==> config.mk <==
export PLATFORM = sky130hd
export DESIGN_NAME = uart_tx
export DESIGN_NICKNAME = d
export VERILOG_FILES = /design/src/rtl/uart_tx.sv
export SDC_FILE = /design/constraint.sdc
export NUM_CORES = 1
export LEC_CHECK = 0
export CAP_MARGIN = 15
export CORE_UTILIZATION = 52
export DETAILED_ROUTE_END_ITERATION = 6
export HOLD_SLACK_MARGIN = 0.12
export PLACE_DENSITY = 0.87
export SYNTH_ARGS = -nofsm -noshare
export SYNTH_HDL_FRONTEND = slang
export SYNTH_SLANG_ARGS = --single-unit
==> constraint.sdc <==
create_clock -name clk -period 2.1 [get_ports clk]
set_input_delay 0.42 -clock clk [delete_from_list [all_inputs] [get_ports clk]]
set_output_delay 0.42 -clock clk [all_outputs]
set_load 0.01 [all_outputs]
==> src/rtl/uart_tx.sv <==
// UART transmitter: serialises one start bit, 7 or 8 data bits (LSB first),
// an optional parity bit and 1 or 2 stop bits. Bit timing comes from an
// external baud clock (clk_uart) whose falling edges mark bit boundaries.
module uart_tx (
  input  logic       clk,
  input  logic       rst,
  input  logic       clk_uart,
  output logic       uart_enable,
  output logic       tx,
  input  logic       data_size,
  input  logic       parity_en,
  input  logic [1:0] parity_mode,
  input  logic       stop_bit_size,
  input  logic [7:0] data,
  output logic       ready,
  input  logic       send
);

  localparam int unsigned DATA_W = 8;
  localparam int unsigned CNT_W  = 3;

  localparam logic [1:0] PAR_ODD   = 2'b11;
  localparam logic [1:0] PAR_EVEN  = 2'b10;
  localparam logic [1:0] PAR_MARK  = 2'b01;

  typedef enum logic [2:0] {
    IDLE   = 3'd0,
    START  = 3'd1,
    DATA   = 3'd2,
    PARITY = 3'd3,
    STOP1  = 3'd4,
    STOP2  = 3'd5
  } state_t;

  state_t              state_q,      state_d;
  logic                clk_uart_d_q, clk_uart_d_d;
  logic [DATA_W-1:0]   shift_q,      shift_d;
  logic [CNT_W-1:0]    bit_cnt_q,    bit_cnt_d;
  logic                size_q,       size_d;
  logic                par_en_q,     par_en_d;
  logic                stop2_q,      stop2_d;
  logic                par_bit_q,    par_bit_d;
  logic                tx_q,         tx_d;
  logic                ready_q,      ready_d;
  logic                enable_q,     enable_d;

  logic                tick_c;
  logic [CNT_W-1:0]    last_bit_c;
  logic [DATA_W-1:0]   data_masked_c;
  logic                data_xor_c;
  logic                par_new_c;

  // Baud tick: falling edge of clk_uart, acted on in the same cycle.
  assign tick_c = clk_uart_d_q & ~clk_uart;

  // Index of the final data bit for the latched frame width.
  assign last_bit_c = size_q ? CNT_W'(7) : CNT_W'(6);

  // Parity of the incoming byte, computed once at latch time so the data
  // register is free to shift.
  always_comb begin
    data_masked_c = data_size ? data : {1'b0, data[6:0]};
    data_xor_c    = ^data_masked_c;
    unique case (parity_mode)
      PAR_ODD:  par_new_c = ~data_xor_c;
      PAR_EVEN: par_new_c = data_xor_c;
      PAR_MARK: par_new_c = 1'b1;
      default:  par_new_c = 1'b0;
    endcase
  end

  // Next-state and registered-output logic.
  always_comb begin
    state_d      = state_q;
    clk_uart_d_d = clk_uart;
    shift_d      = shift_q;
    bit_cnt_d    = bit_cnt_q;
    size_d       = size_q;
    par_en_d     = par_en_q;
    stop2_d      = stop2_q;
    par_bit_d    = par_bit_q;
    tx_d         = tx_q;
    ready_d      = ready_q;
    enable_d     = enable_q;

    unique case (state_q)
      IDLE: begin
        tx_d     = 1'b1;
        ready_d  = 1'b1;
        enable_d = 1'b0;
        if (send) begin
          state_d   = START;
          shift_d   = data_masked_c;
          bit_cnt_d = '0;
          size_d    = data_size;
          par_en_d  = parity_en;
          stop2_d   = stop_bit_size;
          par_bit_d = par_new_c;
          tx_d      = 1'b0;
          ready_d   = 1'b0;
          enable_d  = 1'b1;
        end
      end

      START: begin
        if (tick_c) begin
          state_d   = DATA;
          tx_d      = shift_q[0];
          shift_d   = shift_q >> 1;
          bit_cnt_d = '0;
        end
      end

      DATA: begin
        if (tick_c) begin
          if (bit_cnt_q == last_bit_c) begin
            if (par_en_q) begin
              state_d = PARITY;
              tx_d    = par_bit_q;
            end else begin
              state_d = STOP1;
              tx_d    = 1'b1;
            end
          end else begin
            tx_d      = shift_q[0];
            shift_d   = shift_q >> 1;
            bit_cnt_d = bit_cnt_q + CNT_W'(1);
          end
        end
      end

      PARITY: begin
        if (tick_c) begin
          state_d = STOP1;
          tx_d    = 1'b1;
        end
      end

      STOP1: begin
        if (tick_c) begin
          tx_d = 1'b1;
          if (stop2_q) begin
            state_d = STOP2;
          end else begin
            state_d  = IDLE;
            ready_d  = 1'b1;
            enable_d = 1'b0;
          end
        end
      end

      STOP2: begin
        if (tick_c) begin
          state_d  = IDLE;
          tx_d     = 1'b1;
          ready_d  = 1'b1;
          enable_d = 1'b0;
        end
      end

      default: begin
        state_d  = IDLE;
        tx_d     = 1'b1;
        ready_d  = 1'b1;
        enable_d = 1'b0;
      end
    endcase
  end

  // State and datapath registers with synchronous reset.
  always_ff @(posedge clk) begin
    if (rst) begin
      state_q      <= IDLE;
      clk_uart_d_q <= 1'b0;
      shift_q      <= '0;
      bit_cnt_q    <= '0;
      size_q       <= 1'b0;
      par_en_q     <= 1'b0;
      stop2_q      <= 1'b0;
      par_bit_q    <= 1'b0;
      tx_q         <= 1'b1;
      ready_q      <= 1'b1;
      enable_q     <= 1'b0;
    end else begin
      state_q      <= state_d;
      clk_uart_d_q <= clk_uart_d_d;
      shift_q      <= shift_d;
      bit_cnt_q    <= bit_cnt_d;
      size_q       <= size_d;
      par_en_q     <= par_en_d;
      stop2_q      <= stop2_d;
      par_bit_q    <= par_bit_d;
      tx_q         <= tx_d;
      ready_q      <= ready_d;
      enable_q     <= enable_d;
    end
  end

  assign tx          = tx_q;
  assign ready       = ready_q;
  assign uart_enable = enable_q;

endmodule

# Word level (Yosys, flattened, before mapping)
# Cells that the tools add are included.
[word_totals]
n_memories = 0
ramBits = 0
romBits = 0
regBits = 22
latch_bits = 0
word_cells = 82
input_bits = 17
[classes]
n_bitwise = 4
magnitude_cmp = 0
n_reduce_logical = 10
n_shift = 0
div_mod_pow = 0
eq_ne = 19
n_addsub = 1
mul = 0
muxes = 37
[op_table]
columns = ["operator", "n"]
rows = [
  ["$mux 8", 5],
  ["$mux 3", 12],
  ["$pmux 8 s3", 1],
  ["$ne 2x2->1 const B", 9],
  ["$pmux 3 s6", 1],
  ["$mux 1", 13],
  ["$pmux 1 s4", 3],
  ["$pmux 3 s3", 1],
  ["$reduce_xor 8->1", 1],
  ["$reduce_and 7->1", 1],
  ["$eq 3x2->1 const B", 2],
  ["$eq 3x3->1 const B", 2],
  ["$reduce_or 3->1", 2],
  ["$reduce_and 5->1", 1],
  ["$eq 2x2->1 const B", 2],
  ["$reduce_and 4->1", 1],
  ["$add 3x1->3 const B", 1],
  ["$eq 3x1->1 const B", 1],
  ["$eq 3x3->1", 1],
  ["$logic_not 3->1", 1],
  ["$not 1->1", 3],
  ["$pmux 1 s3", 1],
  ["$reduce_and 3->1", 1],
  ["$reduce_bool 3->1", 1],
  ["4 further kinds", 4],
]

# Longest topological paths before layout
[logic_depth]
depth_word = 5
mapped_depth = 7
ltp_nobuf = 5

# Least setup slack after synthesis
# Ideal clock, no wire load.
[synth_path]
kind = "input to register"
startpoint = "in clk_uart"
endpoint = "reg bit_cnt_q[1]"
setup_slack_ns = 0.472
arrival_time_ns = 1.499
path_stages = 6
required_ns = 1.971
setup_time_ns = 0.129
path_cell_list = "nand2b_1 > a311o_1 > a21oi_4 > buf_6 > mux2i_1 > nor2_1"
[synth_between]
elab_chain_cells = 4
elab_cells_between_ends = 5
[synth_lines]
columns = ["item", "line_no", "source"]
rows = [
  ["from (decl)", "7", "input logic clk_uart,"],
  ["$not 1->1 *", "54", "assign tick_c = clk_uart_d_q & ~clk_uart;"],
  ["$and 1x1->1 *", "54", ""],
  ["$ne 2x2->1 (no source line)", "-", ""],
  ["$reduce_and 5->1 (no source line) *", "-", ""],
  ["to (signal assigned)", "188", "bit_cnt_q <= bit_cnt_d;"],
  ["to (decl)", "38", "logic [CNT_W-1:0] bit_cnt_q, bit_cnt_d;"],
]
# Every way passes the cells marked *; elsewhere a longest branch is shown, timed or not.
# A chain may end at the register's enable or synchronous reset.

# Worst setup path after layout
[layout_path]
startpoint = "in clk_uart"
endpoint = "reg shift_q[0]"
[layout_between]
elab_chain_cells = 4
elab_cells_between_ends = 5
[layout_lines]
columns = ["item", "line_no", "source"]
rows = [
  ["$not 1->1 *", "54", ""],
  ["$and 1x1->1 *", "54", ""],
  ["$ne 2x2->1 (no source line)", "-", ""],
  ["$reduce_and 5->1 (no source line) *", "-", ""],
  ["to (signal assigned)", "187", "shift_q <= shift_d;"],
  ["to (decl)", "37", "logic [DATA_W-1:0] shift_q, shift_d;"],
]
# Marks and branches as above.

==> qor.tcl <==
set qor(grt_antenna_before_repair) 0
set qor(num-nets-final) 192
set qor(tritoncts) {done}
set qor(post-synth-top-area-cell) {sky130_fd_sc_hd__dfxtp_1}
set qor(grt_util_met1_pct) 32.0
set qor(grt-ovfl-total) 0
set qor(worst-endpoint-required_ps) 2330
set qor(postSynthCellCount) 153
set qor(ant_diodes) 0
set qor(wire_per_inst_um) 14.6
set qor(start_kind) {input pin}
set qor(synthesis.area_um2) 1220
set qor(min-delay-path-class) {register to register}
set qor(critical_path_class) {input pin to register}
set qor(power.static_leakage_nw) 0.550
set qor(port-buffer-count) 19
set qor(asyncSetResetFlopFracSynth_pct) 0
set qor(post-route-period-util_pct) 90.7
set qor(drtAntennaViolNets) 0
set qor(ys_seq_area_share_pct) 36.1
set qor(clock-sinks) 22
set qor(syn-num-nets) 171
set qor(detailed_place_hpwl_um) 2160
set qor(post-layout-total-power_uw) 979
set qor(pin_count_of_the_biggest_net_entering_global_routing) 20
set qor(clock.fmax_mhz) 525
set qor(cts_made_buffers) 3
set qor(core_footprint_um2) 2210
set qor(post_dp_cell_area_um2) 1450
set qor(period_minus_slack_ps) 1900
set qor(data_arrival_critical_path_ps) 2130
set qor(h-tree-depth) 1
set qor(critical_path_peak_fanout) 13
set qor(die_x_um) 50.5
set qor(rsz0062_at_grt) {no}
set qor(worst_r2r_startpoint) {state_q[1]}
set qor(setup-violations-final) 0
set qor(core.rowCount) 17
set qor(synth_top_area_share_pct) 36.1
set qor(detailedRoute.firstPassIterationCount) 4
set qor(floorplan.initialDensity_pct) 55.2
set qor(cts_root_buf) {sky130_fd_sc_hd__clkbuf_4}
set qor(compound_gate_portion_of_the_synthesized_area_pct) 23.8
set qor(synth-adder-area-share_pct) 1.02
set qor(layout_cell_share_with_drive_strength_beyond_1_pct) 7.51
set qor(worst_setup_path_startpoint) {clk_uart}
set qor(cts.hold.buffers_added) 0
set qor(ys_top_cells_by_area) {sky130_fd_sc_hd__dfxtp_1 (36%), sky130_fd_sc_hd__nand2_1 (6.1%), sky130_fd_sc_hd__nor2_1 (6.1%)}
set qor(grt_pass1_wl_um) 4890
set qor(drv_slew) 0
set qor(timing.clock.skew_ps) 1.50
set qor(slew-limit-headroom_pct) 56.4
set qor(yosys_most_used_dff) {sky130_fd_sc_hd__dfxtp_1}
set qor(cts.reportedPaths.clkPinSlew_ps) 120
set qor(first_global_vias) 1139
set qor(cap_violations) 0
set qor(routed-via-count) 1186
set qor(flow.area_growth_from_synthesis_pct) 21.3
set qor(synth-seq-cells) 22
set qor(synth.avg_cell_area_um2) 7.98
set qor(peakVddDrop_v) 0.000473
set qor(fin_area_um2) 1480
set qor(tightest_slew_ps) 653
set qor(synth_edf_count) 0
set qor(cts_setup_buffers) 0
set qor(die-height_um) 50.5
set qor(synth.area.mux_share_pct) 2.46
set qor(clk-insertion-delay-late_ps) 310
set qor(cts_resized) 0
set qor(synth_top_family_by_area) {compound AO/OA/AOI/OAI gates}
set qor(final_hold_violation_count) 0
set qor(detailedRoute.firstIterationViolations) 66
set qor(yosys_warnings) 0
set qor(critPathCaptureType) {register}
set qor(groute.layer.met3.usage_pct) 4.85
set qor(timing.hold.worst.start) {shift_q[5]}
set qor(remaining_drc_errors) 0
set qor(synthDistinctLibCells) 37
set qor(power_density_nw_per_um2) 661
set qor(num_io_pins) 20
set qor(yosys.area_share.xor_xnor_pct) 8.30
set qor(globalRouteTotalUtil_pct) 25.8
set qor(synth-simple-area-share_pct) 22.7
set qor(wirelength_um) 2930
set qor(detail_route.vias_per_cell) 5.90
set qor(gr-max-usage-layer) {met2}
set qor(cts_buffer_depth) 2
set qor(outcome) {completed}
set qor(gpl.final_weighted_congestion) 0.926
set qor(die_area_um2) 2550
set qor(gr-usage-met2_pct) 42.7
==> stage by stage <==
stage	hold slack [ps]	util (%)	setup TNS (ps)	worst slack (ps)	instances
after floorplan	445	-	0	472	153
after global placement	461	65.3	0	15.5	197
after detailed placement	468	65.3	-658	-107	197
after CTS	496	67.0	0	215	201
after global routing	527	67.0	0	115	201
final	495	67.0	0	196	201
==> cell usage in the layout (no fill, tap or decap), types with 2 or more instances in the layout <==
master / synthesis / routed
sky130_fd_sc_hd__dfxtp_1: 22 / 22
sky130_fd_sc_hd__nor2_1: 20 / 20
sky130_fd_sc_hd__nand2_1: 20 / 20
sky130_fd_sc_hd__clkdlybuf4s50_1: 0 / 19
sky130_fd_sc_hd__a21oi_1: 13 / 13
sky130_fd_sc_hd__o21ai_0: 12 / 12
sky130_fd_sc_hd__xnor2_1: 8 / 8
sky130_fd_sc_hd__a311oi_1: 7 / 7
sky130_fd_sc_hd__buf_4: 1 / 7
sky130_fd_sc_hd__nor2b_1: 6 / 6
sky130_fd_sc_hd__inv_1: 4 / 4
sky130_fd_sc_hd__nand2b_1: 3 / 3
sky130_fd_sc_hd__mux2i_1: 3 / 3
sky130_fd_sc_hd__nor3_1: 3 / 3
sky130_fd_sc_hd__clkbuf_4: 0 / 3
sky130_fd_sc_hd__o31ai_1: 2 / 2
==> routing by layer <==
layer | part of all wire (%) | wire [um] | vias up
li1 | - | - | 575
met3 | 7.5 | 220 | 8
met2 | 47 | 1380 | 50
met4 | 1.9 | 55 | 0
met5 | 0 | 0 | -
met1 | 44 | 1270 | 553
==> sequential cells by signal, summed over array words and instances (netlist names) <==
| signal | count |
|---|---|
| size_q | 1 |
| par_en_q | 1 |
| par_bit_q | 1 |
| uart_enable | 1 |
| clk_uart_d_q | 1 |
| stop2_q | 1 |
| bit_cnt_q | 3 |
| tx | 1 |
| shift_q | 8 |
| state_q | 3 |
| ready | 1 |
==> cells by family after synthesis <==
group / Yosys count
AND/OR/NAND/NOR: 59
AO/OA/AOI/OAI: 44
flip-flops: 22
buffers and inverters: 14
adder cells (fa/ha/maj): 1
multiplexers: 3
XOR/XNOR: 10
==> synthesized netlist by cell type (2+ instances only) <==
cell type                  count
sky130_fd_sc_hd__inv_1         4
sky130_fd_sc_hd__buf_2         4
sky130_fd_sc_hd__a21oi_1      13
sky130_fd_sc_hd__nor3_1        3
sky130_fd_sc_hd__nor2b_1       6
sky130_fd_sc_hd__dfxtp_1      22
sky130_fd_sc_hd__o21ai_0      12
sky130_fd_sc_hd__nand2b_1      3
sky130_fd_sc_hd__a311oi_1      7
sky130_fd_sc_hd__nor2_1       20
sky130_fd_sc_hd__clkbuf_1      4
sky130_fd_sc_hd__mux2i_1       3
sky130_fd_sc_hd__nand2_1      20
sky130_fd_sc_hd__xnor2_1       8
sky130_fd_sc_hd__o31ai_1       2
==> final timing paths <==
path	to	slack, ps	depth (start not counted)
max	shift_q[0]	200	6
min	shift_q[4]	500	2
max reg2reg	shift_q[0]	250	5
min reg2reg	shift_q[4]	500	2
==> worst max-delay path, cell delays in order <==
cell                              delay (ps)
sky130_fd_sc_hd__clkdlybuf4s50_1         430
sky130_fd_sc_hd__nand2b_1                180
sky130_fd_sc_hd__a311o_1                 330
sky130_fd_sc_hd__a21oi_4                 380
sky130_fd_sc_hd__nor2_1                  110
sky130_fd_sc_hd__a311oi_1                260
==> layout make-up <==
cell class | count | area [um2]
clock buffer | 4 | 36.3
fill | 197 | 731
inverter | 4 | 15.0
multi-input combinational | 117 | 712
sequential | 22 | 440
tap | 28 | 35.0
timing repair buffer | 26 | 243
==> power breakdown <==
part           total (mW)  switching [mW]  internal (mW)
registers           0.481          0.0264          0.454
logic               0.260           0.131          0.129
clock network       0.238           0.132          0.106
total               0.979           0.290          0.689
No activity file was read; power rests on OpenSTA's default activity.
